$ cat src/rtl/goto_rep_pkg.sv
// goto_rep_pkg: shared types and helpers for the goto/non-consecutive repetition checker.
// Optional timeout support is selected with GOTO_REP_CHECKER_TIMEOUT_EN.
package goto_rep_pkg;

    // Per-channel checker state
    typedef enum logic [1:0] {
        StIdle    = 2'd0,
        StCount   = 2'd1,
        StExpectC = 2'd2,
        StWaitC   = 2'd3
    } state_e;

    // GOTO: c exactly one cycle after the Nth b. NONCONSEC: c any later cycle, no further b.
    typedef enum logic {
        GOTO      = 1'b0,
        NONCONSEC = 1'b1
    } mode_e;

    // Failure cause reported alongside fail_o
    typedef enum logic [1:0] {
        FailNone    = 2'b00,
        FailNoC     = 2'b01,
        FailExtraB  = 2'b10,
        FailTimeout = 2'b11
    } fail_code_e;

    // Bits needed to hold values 0..max_val (at least one bit)
    function automatic int unsigned cnt_width(input int unsigned max_val);
        return (max_val < 2) ? 1 : $clog2(max_val + 1);
    endfunction

endpackage

$ cat src/rtl/goto_rep_chan.sv
// goto_rep_chan: one monitored channel. Detects a rising edge on a_i, counts REP_COUNT b_i
// occurrences, then checks c_i according to MODE and emits registered one-cycle verdicts.
// With GOTO_REP_CHECKER_TIMEOUT_EN defined, a thread stuck in COUNT/WAIT_C for TIMEOUT_CYC
// cycles fails with the timeout code.
module goto_rep_chan
    import goto_rep_pkg::*;
#(
    parameter int unsigned REP_COUNT   = 3,
`ifdef GOTO_REP_CHECKER_TIMEOUT_EN
    parameter int unsigned TIMEOUT_CYC = 64,
`endif
    parameter mode_e       MODE        = GOTO
) (
    input  logic       clk,
    input  logic       rst_n,
    input  logic       en_i,
    input  logic       a_i,
    input  logic       b_i,
    input  logic       c_i,
    output logic       pass_o,
    output logic       fail_o,
    output logic       fail_set_o,
    output logic       busy_o,
    output logic       overlap_o,
    output logic [1:0] fail_code_o
);

    localparam int unsigned CW     = cnt_width(REP_COUNT);
    localparam state_e      DoneSt = (MODE == GOTO) ? StExpectC : StWaitC;

    state_e        state_q, state_d;
    logic [CW-1:0] cnt_q, cnt_d;
    logic          a_q;
    logic          trig;
    logic          timeout;
    logic          pass_q, pass_d;
    logic          fail_q, fail_d;
    logic          ovl_q, ovl_d;
    fail_code_e    code_q, code_d;

    assign trig = a_i & ~a_q;

`ifdef GOTO_REP_CHECKER_TIMEOUT_EN
    localparam int unsigned TW = cnt_width(TIMEOUT_CYC);

    logic [TW-1:0] tmr_q, tmr_d;
    logic          waiting;

    assign waiting = (state_q == StCount) || (state_q == StWaitC);
    assign timeout = waiting && (tmr_q == TW'(TIMEOUT_CYC - 1));

    // Elapsed timer: cleared while idle, runs through COUNT and WAIT_C, holds in EXPECT_C
    always_comb begin
        tmr_d = tmr_q;
        if (state_q == StIdle) begin
            tmr_d = '0;
        end else if (waiting) begin
            tmr_d = tmr_q + TW'(1);
        end
    end

    // Timer register
    always_ff @(posedge clk or negedge rst_n) begin
        if (!rst_n) begin
            tmr_q <= '0;
        end else begin
            tmr_q <= tmr_d;
        end
    end
`else
    assign timeout = 1'b0;
`endif

    // Next-state, repetition count and verdict decode
    always_comb begin
        state_d = state_q;
        cnt_d   = cnt_q;
        pass_d  = 1'b0;
        fail_d  = 1'b0;
        ovl_d   = 1'b0;
        code_d  = FailNone;
        if (!en_i) begin
            // Disabled: drop any thread silently
            state_d = StIdle;
            cnt_d   = '0;
        end else begin
            // A trigger also lands here on the verdict cycle, since state is still non-idle
            ovl_d = trig && (state_q != StIdle);
            unique case (state_q)
                StIdle: begin
                    if (trig) begin
                        // b in the trigger cycle counts (overlapping implication)
                        if (b_i && (REP_COUNT == 1)) begin
                            state_d = DoneSt;
                        end else begin
                            state_d = StCount;
                            cnt_d   = b_i ? CW'(1) : '0;
                        end
                    end
                end
                StCount: begin
                    if (timeout) begin
                        state_d = StIdle;
                        cnt_d   = '0;
                        fail_d  = 1'b1;
                        code_d  = FailTimeout;
                    end else if (b_i) begin
                        if (cnt_q == CW'(REP_COUNT - 1)) begin
                            state_d = DoneSt;
                            cnt_d   = '0;
                        end else begin
                            cnt_d = cnt_q + CW'(1);
                        end
                    end
                end
                StExpectC: begin
                    state_d = StIdle;
                    if (c_i) begin
                        pass_d = 1'b1;
                    end else begin
                        fail_d = 1'b1;
                        code_d = FailNoC;
                    end
                end
                StWaitC: begin
                    // c wins over a simultaneous b
                    if (c_i) begin
                        state_d = StIdle;
                        pass_d  = 1'b1;
                    end else if (b_i) begin
                        state_d = StIdle;
                        fail_d  = 1'b1;
                        code_d  = FailExtraB;
                    end else if (timeout) begin
                        state_d = StIdle;
                        fail_d  = 1'b1;
                        code_d  = FailTimeout;
                    end
                end
            endcase
        end
    end

    // State, count and registered verdict outputs
    always_ff @(posedge clk or negedge rst_n) begin
        if (!rst_n) begin
            state_q <= StIdle;
            cnt_q   <= '0;
            a_q     <= 1'b0;
            pass_q  <= 1'b0;
            fail_q  <= 1'b0;
            ovl_q   <= 1'b0;
            code_q  <= FailNone;
        end else begin
            state_q <= state_d;
            cnt_q   <= cnt_d;
            a_q     <= a_i;
            pass_q  <= pass_d;
            fail_q  <= fail_d;
            ovl_q   <= ovl_d;
            code_q  <= code_d;
        end
    end

    assign pass_o      = pass_q;
    assign fail_o      = fail_q;
    assign fail_set_o  = fail_d;
    assign overlap_o   = ovl_q;
    assign fail_code_o = code_q;
    assign busy_o      = (state_q != StIdle);

endmodule

$ cat config.mk
export PLATFORM = sky130hd
export DESIGN_NAME = goto_rep_chan
export DESIGN_NICKNAME = d
export VERILOG_FILES = /design/src/rtl/goto_rep_pkg.sv /design/src/rtl/goto_rep_chan.sv
export SDC_FILE = /design/constraint.sdc
export NUM_CORES = 1
export LEC_CHECK = 0
export BUFFER_PORTS_ARGS = -buffer_cell sky130_fd_sc_hd__buf_2
export CAP_MARGIN = 20
export CORE_MARGIN = 3
export CORE_UTILIZATION = 30
export CTS_CLUSTER_SIZE = 8
export DETAILED_ROUTE_END_ITERATION = 7
export HOLD_SLACK_MARGIN = 0.06
export PLACE_DENSITY_LB_ADDON = 0.3
export SLEW_MARGIN = 20
export SYNTH_ARGS = -nofsm -noshare
export SYNTH_HDL_FRONTEND = slang
export SYNTH_SLANG_ARGS = --single-unit
$ cat constraint.sdc
create_clock -name clk -period 1.8 [get_ports clk]
set_input_delay 0.09 -clock clk [delete_from_list [all_inputs] [get_ports clk]]
set_output_delay 0.09 -clock clk [all_outputs]
set_load 0.01 [all_outputs]
* Yosys cells after proc, flatten, opt, wreduce, memory -nomap -nowiden
Cells that the tools add are included.
Storage, ports and cells: register bits 10, output and inout port bits 7, logic and storage cells 52
Cells by class: add/subtract/negate cells 1, equality and inequality tests 9, multiplexer cells 27, bitwise gates (word level) 2, reductions and logical operators 6
Operators with widths (number):
- $mux W2 | 13
- $mux W1 | 10
- $ne A3 B3 Y1 const B | 3
- $pmux W2 S2 | 2
- $pmux W2 S4 | 1
- $eq A2 B2 Y1 const B | 3
- $ne A4 B4 Y1 const B | 1
- $reduce_and A4 Y1 | 1
- $ne A3 B1 Y1 const B | 1
- $reduce_and A3 Y1 | 1
- $add A2 B1 Y2 const B | 1
- $eq A2 B1 Y1 const B | 1
- $logic_not A2 Y1 | 1
- $pmux W1 S2 | 1
- $reduce_bool A2 Y1 | 1
- $reduce_or A2 Y1 | 1
- $and A1 B1 Y1 | 1
- $logic_and A1 B1 Y1 | 1
- $not A1 Y1 | 1

* Logic depth before layout (Yosys ltp)
depth after elaboration 5, gate-level depth with buffers 3, mapped depth without buffers 3

* Worst setup path before layout
OpenSTA, ideal clock, no wires.
path kind register to register, from register state_q[0], to register cnt_q[1], setup time 131 ps, arrival 1117 ps, path slack 552 ps, cell stages (with the launch flop) 4, period minus slack after synthesis 1248 ps, path through dfrtp_1 -> or3b_4 -> a21oi_1 -> o21ai_0
Between the ends: longest elaborated chain between the ends 3, elaborated cells between the ends (all ways) 8
Ends and longest elaborated chain:
- from (decl) | line goto_rep_chan.sv:31 | state_e state_q, state_d;
- from (signal assigned) | line goto_rep_chan.sv:147 | state_q <= StIdle;
- from (signal assigned) | line goto_rep_chan.sv:155 | state_q <= state_d;
- $eq A2 B1 Y1 or $logic_not A2 Y1 (tied branches) | line goto_rep_chan.sv:89 | unique case (state_q)
- $ne A3 B1 Y1 (no line) (tied with other cells)
- $reduce_and A3 Y1 (no line) or $mux W2 (tied branches)
- to (signal assigned) | line goto_rep_chan.sv:156 | cnt_q <= cnt_d;
- to (decl) | line goto_rep_chan.sv:32 | logic [CW-1:0] cnt_q, cnt_d;
Parallel ways exist; a longest one is shown, timed or not. A chain may end at the register's enable or synchronous reset.

* Worst setup path after layout
Same ends and word-level chain as after synthesis.

==> qor.csv <==
stage;metric;value;unit
detailed_routing;1st-iter DRT viols;2;
detailed_routing;met2 WL;381;µm
grt;maximum number of pins on one net before global-route repair;11;
sta;period utilization;75.7;%
grt;first-pass GRT wire length;1460;µm
die;row count;12;
synth;post-synthesis register bit count;10;
cts;total CTS buffers;3;
sta;max frequency;734;MHz
place;I/O Buffers;12;
power;Clk pwr share;41.6;%
grt;vias in the first global route;317;
power;Pleak;0.000288;µW
sta;Finish-stage setup viols;0;
die;Initial Util;34.7;%
synth;Mapped Cells;37;
critical_path;Startpoint Class;flip-flop;
cts;clock buffer depth;2;
power;switching share of power;21.9;%
critical_path;crit path DAT;1.50;ns
synth;Yosys cell types;19;
layout;Inserted Diodes;0;
synth;Yosys Warn Count;0;
die;die height;43.3;µm
power;peak supply drop;0.000318;V
place;hpwl dp;618;µm
layout;share of cells above drive strength 1;34.5;%
detailed_routing;met1 WL;376;µm
sta;crit path setup slack, layout;0.437;ns
layout;Register Area;250;µm²
grt;initial antenna violation count;0;
synth;Post-Syn Area;417;µm²
critical_path;Critical Path Sink Type;flip-flop;
detailed_routing;vias per inst;4.97;
sta;clock skew;0.00207;ns
die;Placeable Area;1200;µm²
layout;synthesis-to-finish area growth;32.1;%
sta;Tmin final;1.36;ns
synth;syn avg cell area;11.3;µm²
sta;Slew Limit Fails;0;
die;IO Pins;13;
die;area of the die;1870;µm²
detailed_routing;DRC;0;
cts;# resized after CTS;0;
run;max cap viols;0;
synth;sequential area share after synthesis;60.1;%
synth;largest area contributor in the netlist;dfrtp_1;
detailed_routing;met3 wire length;61;µm
cts;root buffer cell;clkbuf_4;
detailed_routing;Routed wire per std cell;12.2;µm
detailed_routing;routed wire length;841;µm
cts;# clock sinks;10;
layout;nets@finish;62;
cts;H-tree levels;1;
synth;most area-consuming cells after synthesis;dfrtp_1 60%, nor2_1 4.5%, o32ai_2 3.9%;
detailed_routing;Max Used Layer;met4;
detailed_routing;ANT nets after route;0;
sta;relative slew slack;83.5;%
synth;Synth top area share;60.1;%
layout;area of the multi-input gates;163;µm²
cts;clk_lat worst skew;0.26;ns
detailed_routing;drt pass-1 iters;4;
synth;Syn Nets;43;
power;internal power;373;µW
power;P_sw;105;µW
power;sequential share of power;49.5;%
grt;Overall Global Routing Usage;11.0;%
die;die span in x;43.3;µm
worst_hold_path;Hold Path Class;input pin to flip-flop;
sta;Final Hold Fails;0;
sta;Slew @ Worst Pin;0.247;ns
cts;CTS tree;yes;
grt;GRT overflow;0;
critical_path;crit path kind;flip-flop to flip-flop;
run_status;outcome;finished clean;
critical_path;worst-path fanout max;8;
detailed_routing;via count;343;
power;combinational share of power;8.9;%
power;PD cells;869;nW/µm²
critical_path;data required time of the worst path;1.94;ns
place;pre-CTS WS;0.470;ns
layout;FILL cells;125;
cts;CTS clk-pin slew, worst paths;0.06;ns
place;global placer's final weighted congestion;0.879;
sta;unrepaired setup endpoints after global routing;false;
sta;final setup TNS;0;ns
==> cells by family (layout without fill, tap and decap cells) <==
group	count (synthesis)	count (layout)	synth area share, %
AOI/OAI and AO/OA	7	7	12.0
buffers and inverters	1	19	0.900
DFF	10	10	60.1
muxes	1	1	2.40
and+or+nand+nor	18	18	24.6
==> synthesized netlist by cell type, drive strengths merged <==
cell type / n
nand2: 4
or3b: 1
o32ai: 1
mux2i: 1
or2: 1
nand3: 1
dfrtp: 10
and4b: 1
a21boi: 1
nor2: 5
and3b: 1
inv: 1
nand2b: 1
o22ai: 1
and3: 1
o21ai: 2
nand3b: 1
or4: 1
a21oi: 2
==> registers in the layout, summed over array words and instances, names as in the netlist <==
| name | flops |
|---|---|
| state_q | 2 |
| overlap_o | 1 |
| pass_o | 1 |
| fail_code_o | 2 |
| fail_o | 1 |
| a_q | 1 |
| cnt_q | 2 |
==> worst max-delay path, cell delays in order, from the launching register on <==
cell and delay [ns]:
dfrtp_1 0.46, or3b_4 0.43, a21oi_1 0.23, o21ai_0 0.12
==> power by group through the flow <==
stage | Combinational (µW) | Clock, µW | Sequential, µW
after global placement | 39.7 | 0 | 240
after global routing | 48.0 | 216 | 238
after detailed placement | 39.6 | 0 | 241
after floorplan | 20.9 | 0 | 239
after CTS | 42.9 | 207 | 237
final | 42.5 | 199 | 237
==> repair_timing <==
action                    CTS  global route
setup buffers               0             0
hold buffers                2             0
hold endpoints to repair   11             0
==> final timing paths <==
check / from / endpoint / slack (ns) / depth (start not counted)
max: state_q[0] / cnt_q[1] / 0.44 / 3
min reg2reg: state_q[0] / fail_code_o[0] / 0.58 / 1
max in group asynchronous: rst_n / state_q[1] / 1.39 / 2
min: en_i / state_q[1] / 0.11 / 3
max reg2reg: state_q[0] / cnt_q[1] / 0.44 / 3
min in group asynchronous: rst_n / fail_o / 0.22 / 2
==> layer usage <==
layer  vias to the layer above  GRT usage [%]
li1                        167              -
met1                       161           14.1
met2                        11           14.5
met3                         4           3.81
met4                         0           9.04
met5                         -              0
==> through the flow <==
step	hold slack, ns	utilization (%)	std cells	power, µW	cell area [µm²]
floorplan	-0.206	-	37	260	417
global placement	-0.0406	41.1	63	280	494
detailed placement	-0.0399	41.1	63	280	494
CTS	0.101	45.8	69	486	551
global route	0.111	45.8	69	502	551
finish	0.105	45.8	69	478	551
==> cell usage in the layout, fill, tap and decap left out <==
master          n
inv_1           1
or4_1           1
or2_2           1
a21boi_1        1
and3b_1         1
a21oi_1         2
nand2b_1        1
and4b_1         1
nor2_1          5
o21ai_0         2
or3b_4          1
nand3b_1        1
clkbuf_4        3
clkbuf_8        1
dlygate4sd3_1   2
o22ai_1         1
buf_2          12
nand3_1         1
o32ai_2         1
dfrtp_1        10
nand2_1         4
and3_1          1
mux2i_1         1
==> final cells by class <==
cell class	count	area share [%]
repair buffers	14	14.5
well taps	14	3.18
flip-flops and latches	10	45.5
inverters	1	0.682
clock buffers	4	6.59
multi-input cells	26	29.5
Power figures use the tool's default switching activity.
